`config.mk`:
```
export PLATFORM = sky130hd
export DESIGN_NAME = mem_port_arbiter_flat
export DESIGN_NICKNAME = d
export VERILOG_FILES = /design/src/rtl/mem_port_arbiter_if.sv /design/src/rtl/mem_port_arbiter.sv /design/src/flat_wrapper.sv
export SDC_FILE = /design/constraint.sdc
export NUM_CORES = 1
export LEC_CHECK = 0
export CAP_MARGIN = 25
export CORE_MARGIN = 2
export CORE_UTILIZATION = 40
export CTS_CLUSTER_SIZE = 14
export DETAILED_ROUTE_END_ITERATION = 10
export GPL_ROUTABILITY_DRIVEN = 0
export PLACE_DENSITY_LB_ADDON = 0.12
export SYNTH_ARGS = -nofsm -noshare
export SYNTH_HDL_FRONTEND = slang
export SYNTH_SLANG_ARGS = --single-unit
export TNS_END_PERCENT = 30
```
`constraint.sdc`:
```
create_clock -name clk -period 2.7 [get_ports clk]
set_input_delay 0.81 -clock clk [delete_from_list [all_inputs] [get_ports clk]]
set_output_delay 0.81 -clock clk [all_outputs]
set_load 0.03 [all_outputs]
```
`src/rtl/mem_port_arbiter_if.sv`:
```
// rtl/mem_port_arbiter_if.sv - fetch, data and memory-side signals of the shared memory port arbiter
// master is the arbiter's view, slave is the core/memory view.
interface mem_port_arbiter_if #(
   parameter int ADDR_W = 32,
   parameter int DATA_W = 32
);
   logic              if_req;
   logic [ADDR_W-1:0] if_addr;
   logic              if_gnt;
   logic              if_rvalid;
   logic [DATA_W-1:0] if_rdata;

   logic              dm_req;
   logic              dm_we;
   logic [ADDR_W-1:0] dm_addr;
   logic [DATA_W-1:0] dm_wdata;
   logic              dm_gnt;
   logic              dm_rvalid;
   logic [DATA_W-1:0] dm_rdata;

   logic              mem_en;
   logic              mem_we;
   logic [ADDR_W-1:0] mem_addr;
   logic [DATA_W-1:0] mem_wdata;
   logic [DATA_W-1:0] mem_rdata;

   logic              busy;

   modport master (
      input  if_req, if_addr, dm_req, dm_we, dm_addr, dm_wdata, mem_rdata,
      output if_gnt, if_rvalid, if_rdata, dm_gnt, dm_rvalid, dm_rdata,
      output mem_en, mem_we, mem_addr, mem_wdata, busy
   );

   modport slave (
      output if_req, if_addr, dm_req, dm_we, dm_addr, dm_wdata, mem_rdata,
      input  if_gnt, if_rvalid, if_rdata, dm_gnt, dm_rvalid, dm_rdata,
      input  mem_en, mem_we, mem_addr, mem_wdata, busy
   );
endinterface

```
`src/rtl/mem_port_arbiter.sv`:
```
// rtl/mem_port_arbiter.sv - single-port memory arbiter for instruction fetch and data load/store
// Optional round-robin arbitration under MEM_ARB_RR_EN; default is fixed priority, data over fetch.
module mem_port_arbiter #(
   parameter int ADDR_W      = 32,
   parameter int DATA_W      = 32,
   parameter int MEM_LATENCY = 1
) (
   input  logic               clk,
   input  logic               reset,
   mem_port_arbiter_if.master bus
);
   typedef enum logic [1:0] {
      S_IDLE  = 2'd0,
      S_ISSUE = 2'd1,
      S_WAIT  = 2'd2
   } state_t;

   localparam logic [3:0] LAT = 4'(MEM_LATENCY);

   state_t            state;
   state_t            state_nxt;
   logic [3:0]        cnt;
   logic              owner;
   logic              we_q;
   logic [ADDR_W-1:0] addr_q;
   logic [DATA_W-1:0] wdata_q;
   logic [DATA_W-1:0] if_rdata_q;
   logic [DATA_W-1:0] dm_rdata_q;
   logic              if_rvalid_q;
   logic              dm_rvalid_q;

   logic              pick_dm;
   logic              grant;
   logic              last_done;
   logic              if_gnt_c;
   logic              dm_gnt_c;
   logic              mem_en_c;
   logic              mem_we_c;
   logic              busy_c;

`ifdef MEM_ARB_RR_EN
   logic              last_winner;

   // On a tie the port that did not win last time goes first; a lone request always wins.
   assign pick_dm = bus.dm_req && (!bus.if_req || !last_winner);

   always_ff @(posedge clk or negedge reset) begin
      if (!reset) begin
         last_winner <= 1'b0;
      end else if (grant) begin
         last_winner <= pick_dm;
      end
   end
`else
   assign pick_dm = bus.dm_req;
`endif

   // Grants are gated by reset so nothing is accepted that could not be latched.
   assign grant     = reset && (state == S_IDLE) && (bus.if_req || bus.dm_req);
   assign last_done = (state == S_WAIT) && (cnt == 4'd1);

   always_ff @(posedge clk or negedge reset) begin
      if (!reset) begin
         state <= S_IDLE;
      end else begin
         state <= state_nxt;
      end
   end

   always_comb begin
      state_nxt = state;
      unique case (state)
         S_IDLE:  if (grant) state_nxt = S_ISSUE;
         S_ISSUE: state_nxt = S_WAIT;
         S_WAIT:  if (cnt == 4'd1) state_nxt = S_IDLE;
         default: state_nxt = S_IDLE;
      endcase
   end

   always_comb begin
      if_gnt_c = 1'b0;
      dm_gnt_c = 1'b0;
      mem_en_c = 1'b0;
      mem_we_c = 1'b0;
      busy_c   = (state != S_IDLE);
      if (grant) begin
         dm_gnt_c = pick_dm;
         if_gnt_c = !pick_dm;
      end
      if (state == S_ISSUE) begin
         mem_en_c = 1'b1;
         mem_we_c = we_q;
      end
   end

   always_ff @(posedge clk or negedge reset) begin
      if (!reset) begin
         cnt         <= 4'd0;
         owner       <= 1'b0;
         we_q        <= 1'b0;
         addr_q      <= '0;
         wdata_q     <= '0;
         if_rdata_q  <= '0;
         dm_rdata_q  <= '0;
         if_rvalid_q <= 1'b0;
         dm_rvalid_q <= 1'b0;
      end else begin
         if_rvalid_q <= 1'b0;
         dm_rvalid_q <= 1'b0;
         if (grant) begin
            owner   <= pick_dm;
            we_q    <= pick_dm && bus.dm_we;
            addr_q  <= pick_dm ? bus.dm_addr : bus.if_addr;
            wdata_q <= bus.dm_wdata;
         end
         if (state == S_ISSUE) begin
            cnt <= LAT;
         end else if (state == S_WAIT) begin
            cnt <= cnt - 4'd1;
         end
         // Completion: stores leave the data register untouched, only the pulse is raised.
         if (last_done) begin
            if (owner) begin
               dm_rvalid_q <= 1'b1;
               if (!we_q) dm_rdata_q <= bus.mem_rdata;
            end else begin
               if_rvalid_q <= 1'b1;
               if_rdata_q  <= bus.mem_rdata;
            end
         end
      end
   end

   assign bus.if_gnt    = if_gnt_c;
   assign bus.dm_gnt    = dm_gnt_c;
   assign bus.if_rvalid = if_rvalid_q;
   assign bus.dm_rvalid = dm_rvalid_q;
   assign bus.if_rdata  = if_rdata_q;
   assign bus.dm_rdata  = dm_rdata_q;
   assign bus.mem_en    = mem_en_c;
   assign bus.mem_we    = mem_we_c;
   assign bus.mem_addr  = addr_q;
   assign bus.mem_wdata = wdata_q;
   assign bus.busy      = busy_c;
endmodule

```
`src/flat_wrapper.sv`:
```
// flat-port wrapper written by rule: the top's interface ports become plain ports
module mem_port_arbiter_flat 
#(
   parameter int ADDR_W      = 32,
   parameter int DATA_W      = 32,
   parameter int MEM_LATENCY = 1
)
  (clk, reset, bus_if_req, bus_if_addr, bus_dm_req, bus_dm_we, bus_dm_addr, bus_dm_wdata, bus_mem_rdata, bus_if_gnt, bus_if_rvalid, bus_if_rdata, bus_dm_gnt, bus_dm_rvalid, bus_dm_rdata, bus_mem_en, bus_mem_we, bus_mem_addr, bus_mem_wdata, bus_busy);
  mem_port_arbiter_if #(.ADDR_W(ADDR_W), .DATA_W(DATA_W)) bus_i ();
  input  logic clk;
  input  logic reset;
  input wire logic [$bits(bus_i.if_req)-1:0] bus_if_req;
  input wire logic [$bits(bus_i.if_addr)-1:0] bus_if_addr;
  input wire logic [$bits(bus_i.dm_req)-1:0] bus_dm_req;
  input wire logic [$bits(bus_i.dm_we)-1:0] bus_dm_we;
  input wire logic [$bits(bus_i.dm_addr)-1:0] bus_dm_addr;
  input wire logic [$bits(bus_i.dm_wdata)-1:0] bus_dm_wdata;
  input wire logic [$bits(bus_i.mem_rdata)-1:0] bus_mem_rdata;
  output wire logic [$bits(bus_i.if_gnt)-1:0] bus_if_gnt;
  output wire logic [$bits(bus_i.if_rvalid)-1:0] bus_if_rvalid;
  output wire logic [$bits(bus_i.if_rdata)-1:0] bus_if_rdata;
  output wire logic [$bits(bus_i.dm_gnt)-1:0] bus_dm_gnt;
  output wire logic [$bits(bus_i.dm_rvalid)-1:0] bus_dm_rvalid;
  output wire logic [$bits(bus_i.dm_rdata)-1:0] bus_dm_rdata;
  output wire logic [$bits(bus_i.mem_en)-1:0] bus_mem_en;
  output wire logic [$bits(bus_i.mem_we)-1:0] bus_mem_we;
  output wire logic [$bits(bus_i.mem_addr)-1:0] bus_mem_addr;
  output wire logic [$bits(bus_i.mem_wdata)-1:0] bus_mem_wdata;
  output wire logic [$bits(bus_i.busy)-1:0] bus_busy;
  assign bus_i.if_req = bus_if_req;
  assign bus_i.if_addr = bus_if_addr;
  assign bus_i.dm_req = bus_dm_req;
  assign bus_i.dm_we = bus_dm_we;
  assign bus_i.dm_addr = bus_dm_addr;
  assign bus_i.dm_wdata = bus_dm_wdata;
  assign bus_i.mem_rdata = bus_mem_rdata;
  assign bus_if_gnt = bus_i.if_gnt;
  assign bus_if_rvalid = bus_i.if_rvalid;
  assign bus_if_rdata = bus_i.if_rdata;
  assign bus_dm_gnt = bus_i.dm_gnt;
  assign bus_dm_rvalid = bus_i.dm_rvalid;
  assign bus_dm_rdata = bus_i.dm_rdata;
  assign bus_mem_en = bus_i.mem_en;
  assign bus_mem_we = bus_i.mem_we;
  assign bus_mem_addr = bus_i.mem_addr;
  assign bus_mem_wdata = bus_i.mem_wdata;
  assign bus_busy = bus_i.busy;
  mem_port_arbiter #(.ADDR_W(ADDR_W), .DATA_W(DATA_W), .MEM_LATENCY(MEM_LATENCY)) u_core (.clk(clk), .reset(reset), .bus(bus_i));
endmodule
```
; ---- Yosys cells after proc, flatten, opt, wreduce, memory -nomap -nowiden
; Cells that the tools add are included.
[word_totals]
out_inout_bits = 135
reg_bits = 138
in_bits = 133
[classes]
n_reduce_logical = 12
mux = 14
bitwise = 2
n_addsub = 1
n_eq_ne = 5
[ops]
columns = cell, count
row1 = 2-to-1 mux 32 bit, 1
row2 = 2-to-1 mux 1 bit, 8
row3 = 2-to-1 mux 4 bit, 2
row4 = one-hot mux 2 bit (3 select lines), 1
row5 = "== test 4 x 1 -> 1 bit, second input constant", 1
row6 = logical AND 1 bit, 4
row7 = 2-to-1 mux 2 bit, 2
row8 = "inequality test 2 x 1 -> 1 bit, second input constant", 2
row9 = AND reduction 2 bit, 2
row10 = nonzero test 2 bit, 2
row11 = "subtractor 4 x 1 -> 4 bit, second input constant", 1
row12 = AND reduction 3 bit, 1
row13 = "== test 2 x 1 -> 1 bit, second input constant", 1
row14 = "== test 2 bit, second input constant", 1
row15 = zero test 2 bit, 1
row16 = inverter 1 bit, 2
row17 = zero test 1 bit, 1
row18 = logical OR 1 bit, 1

; ---- Depth between registers and ports, before layout
[logic_depth]
ltp_word = 5
mapped_depth = 7
ltp_nobuf = 5

; ---- Worst setup path after synthesis
; No wires, ideal clock.
[synth_path]
path_kind = input -> output
start = input port bus_dm_req
end = output port bus_if_gnt
path_buffers = 2
t_required_ps = 1890
arrival_ps = 1782
stages = 4
setup_slack_ps = 108
cell_sequence = buf_2 o211ai_4 clkbuf_1 nor2_1
[synth_between]
elab_chain_cells = 3
word_cells_on_any_way = 4
classes_between = mux: 1 / reduce/logical: 3
[synth_lines]
columns = item, line_no
row1 = "start, declared", flat_wrapper.sv:14  ; input wire logic [$bits(bus_i.dm_req)-1:0] bus_dm_req;
row2 = logical OR 1 bit, mem_port_arbiter.sv:59  ; assign grant = reset && (state == S_IDLE) && (bus.if_req || bus.dm_req);
row3 = logical AND 1 bit, mem_port_arbiter.sv:59
row4 = 2-to-1 mux 1 bit *, mem_port_arbiter.sv:86  ; if (grant) begin
row5 = "end, declared", flat_wrapper.sv:19  ; output wire logic [$bits(bus_i.if_gnt)-1:0] bus_if_gnt;
; Every way passes the cells marked *; elsewhere a longest branch is shown, timed or not.

; ---- Final worst setup path
[layout_path]
start = input port bus_if_req
end = output port bus_if_gnt
[layout_between]
elab_chain_cells = 3
[layout_lines]
columns = item, line_no
row1 = "start, declared", flat_wrapper.sv:12  ; input wire logic [$bits(bus_i.if_req)-1:0] bus_if_req;
row2 = logical OR 1 bit, mem_port_arbiter.sv:59
row3 = logical AND 1 bit, mem_port_arbiter.sv:59
row4 = 2-to-1 mux 1 bit, mem_port_arbiter.sv:86
; No other way between the ends.

==> run_results.csv <==
group,metric,value,unit
clock_tree,cts_sinks,138,
routing,ant_nets,0,
timing,tns,0,ns
timing,hold_violations,0,
place,post-place-cells,826,
floorplan,top_level_ports,268,
floorplan,core-area,13900,sq um
place,dpl_worst_slack,0.140,ns
yosys,yosysTopAreaCell,"dfrtp_1",
clock_tree,cts_buffers,17,
yosys,yosysSeqAreaShare,60.2,%
clock_tree,tritoncts,"yes",
floorplan,die_w,124,um
clock_tree,clk_latency,0.41,ns
timing,slew_violations,0,
floorplan,rows,43,
grt,overflow,0,
yosys,syn-cell-area,5730,sq um
timing,fin_crit,2.56,ns
final_layout,stdcell_count,858,
critical_path,critPathKind,"input pin to output port",
final_layout,drive_gt1_share,21.5,%
routing,drc,0,
final_layout,final_cell_mix,"clkdlybuf4s50_1 (260), dfrtp_1 (138), mux2_2 (69)",
critical_path,cp-end-kind,"output port",
place,post-dp-hpwl,10600,um
pwr,ir_drop,663,uV
yosys,yosysUniqueCellTypes,29,
routing,drtPass1Iterations,4,
final_layout,fillers,1022,
final_layout,seq_area,3450,sq um
critical_path,cp.required,1.89,ns
clock_tree,clock_tree.buffer_depth,2,
yosys,synth.area.top_cells,"dfrtp_1 (60%), mux2_2 (14%), mux2_4 (7.6%)",
final_layout,antenna_cells,0,
final_layout,final_common_cell,"clkdlybuf4s50_1",
critical_path,cp-start-kind,"input pin",
yosys,synth_cells,393,
yosys,synth-seq-cells,138,
routing,vias,4042,
grt,grt_antenna_before_repair,0,
clock_tree,cts-root-buf,"clkbuf_16",
critical_path,max_stage_delay,0.47,ns
critical_path,r2r_slack,0.80,ns
yosys,synth_nets,532,
floorplan,start_util,41.1,%
yosys,synth_top_area_share,60.2,%
pwr,power_per_cell_area,1310,nW/um^2
final_layout,area_growth,59.5,%
pwr,power,12000,uW
yosys,syn_area_per_cell,14.6,sq um
yosys,yosysWarnings,0,
critical_path,path_cells,"clkdlybuf4s50_1, o211ai_4, nor2_1, buf_4",
pwr,power_leakage,0.00401,uW
routing,drt_iter0_drc,145,
grt,grt_pass1_wl,22000,um
timing,setup-violations-final,0,
routing,wl_per_cell,16.8,um
routing,drt_wl_total,14400,um
timing,period_share,94.6,%
grt,grt_pass1_vias,4300,
critical_path,worstPathMaxFanout,2,
grt,grt_max_degree,100,
routing,vias_per_cell,4.71,
clock_tree,clk_pin_slew,0.06,ns
job,max_cap_viol_count,0,
final_layout,nets,804,
timing,setup_ws,0.145,ns
floorplan,die_area,15300,sq um
timing,worstMarginPinSlew,0.645,ns
clock_tree,cts_max_level,4,
grt,grt_util_all_layers,19.1,%
place,port_buffers,267,
timing,fin_skew,0.00953,ns
timing,maxSlewHeadroom,57.0,%
timing,fin_hold_ws,0.475,ns
timing,grt_setup_unrepaired,"false",
run_status,status,"finished clean",
min_path,hold_path_class,"input pin to asynchronous set/reset pin",
final_layout,multiInputGateArea,2080,sq um
floorplan,die_h,124,um
critical_path,cp.arrival,1.75,ns
critical_path,slowest_stage,"clkdlybuf4s50_1",
timing,fmax,0.391,GHz
where the power goes:
group	total [uW]	switching, uW	internal [uW]
sequential	3640	561	3080
clock	2400	852	1550
combinational	5970	3200	2780
area by class of cell:
cell class	count	share of cell area [%]
Sequential cell	138	37.8
Timing Repair Buffer	274	30.0
Multi-Input combinational cell	229	22.8
Clock buffer	21	5.26
Tap cell	180	2.46
Clock inverter	11	1.55
Inverter	5	0.205
Yosys cell counts (all sizes together):
cell type / count
nor2: 3
a22o: 1
nand2: 37
buf: 16
nor3: 1
a21o: 1
dfrtp: 138
or3b: 1
and2: 2
inv: 5
o21ai: 38
and3: 1
mux2i: 32
and4bb: 1
mux2: 98
nand3b: 1
nor2b: 2
a21oi: 1
o211ai: 1
and2b: 1
clkbuf: 5
a22oi: 1
ha: 6
registers in the layout, summed over array words and instances (netlist names):
signal and count:
u_core.bus.dm_rdata 32, u_core.bus.if_rdata 32, u_core.bus.mem_addr 32, u_core.bus.mem_wdata 32, u_core.cnt 4, u_core.state 2
u_core.bus.dm_rvalid 1, u_core.bus.if_rvalid 1, u_core.owner 1, u_core.we_q 1
routing by layer:
layer / global-route usage, % / part of all wire, % / up-vias
met3: 8.38 / 11 / 16
met2: 32.7 / 50 / 186
met1: 21.4 / 38 / 1929
met4: 6.39 / 1.4 / 0
li1: - / - / 1911
met5: 0 / 0 / -
through the flow:
step | cell area [sq um] | utilization, %
final | 9140 | 65.6
after global placement | 8520 | 61.2
after floorplan | 5730 | -
after detailed placement | 8520 | 61.2
after CTS | 9140 | 65.6
after global routing | 9140 | 65.6
critical path, delay by kind of cell:
kind / cells / cell delay, ns
and+or+nand+nor: 1 / 0.07
buffers and inverters: 2 / 0.64
AOI/OAI and AO/OA: 1 / 0.23
worst paths after layout:
kind,startpoint,to,cells after the start
max in group asynchronous,reset,u_core.state[0]$_DFFE_PN0P_,3
min in group clk,u_core.bus.mem_addr[27]$_DFFE_PN0P_,u_core.bus.mem_addr[27]$_DFFE_PN0P_,2
min,reset,u_core.bus.mem_addr[31]$_DFFE_PN0P_,2
min reg2reg,u_core.bus.mem_addr[27]$_DFFE_PN0P_,u_core.bus.mem_addr[27]$_DFFE_PN0P_,2
max reg2reg,u_core.state[0]$_DFFE_PN0P_,u_core.bus.dm_rdata[14]$_DFFE_PN0P_,6
max,bus_if_req,bus_if_gnt,4
logic make-up (layout without fill, tap and decap cells):
family,count (synthesis),count (layout),share of synthesized area [%]
fa+ha+maj,6,6,1.31
simple gates,50,50,4.10
flops,138,138,60.2
buf+inv,26,311,3.41
mux,130,130,26.7
compound gates,43,43,4.19
what timing repair did:
item,in CTS,in global routing
resized for setup,3,0
hold buffers,0,0
setup buffers,0,0
endpoints found under the hold margin,0,0
setup endpoints to repair,3,0
Note: power is estimated with default switching activity, not from simulation.
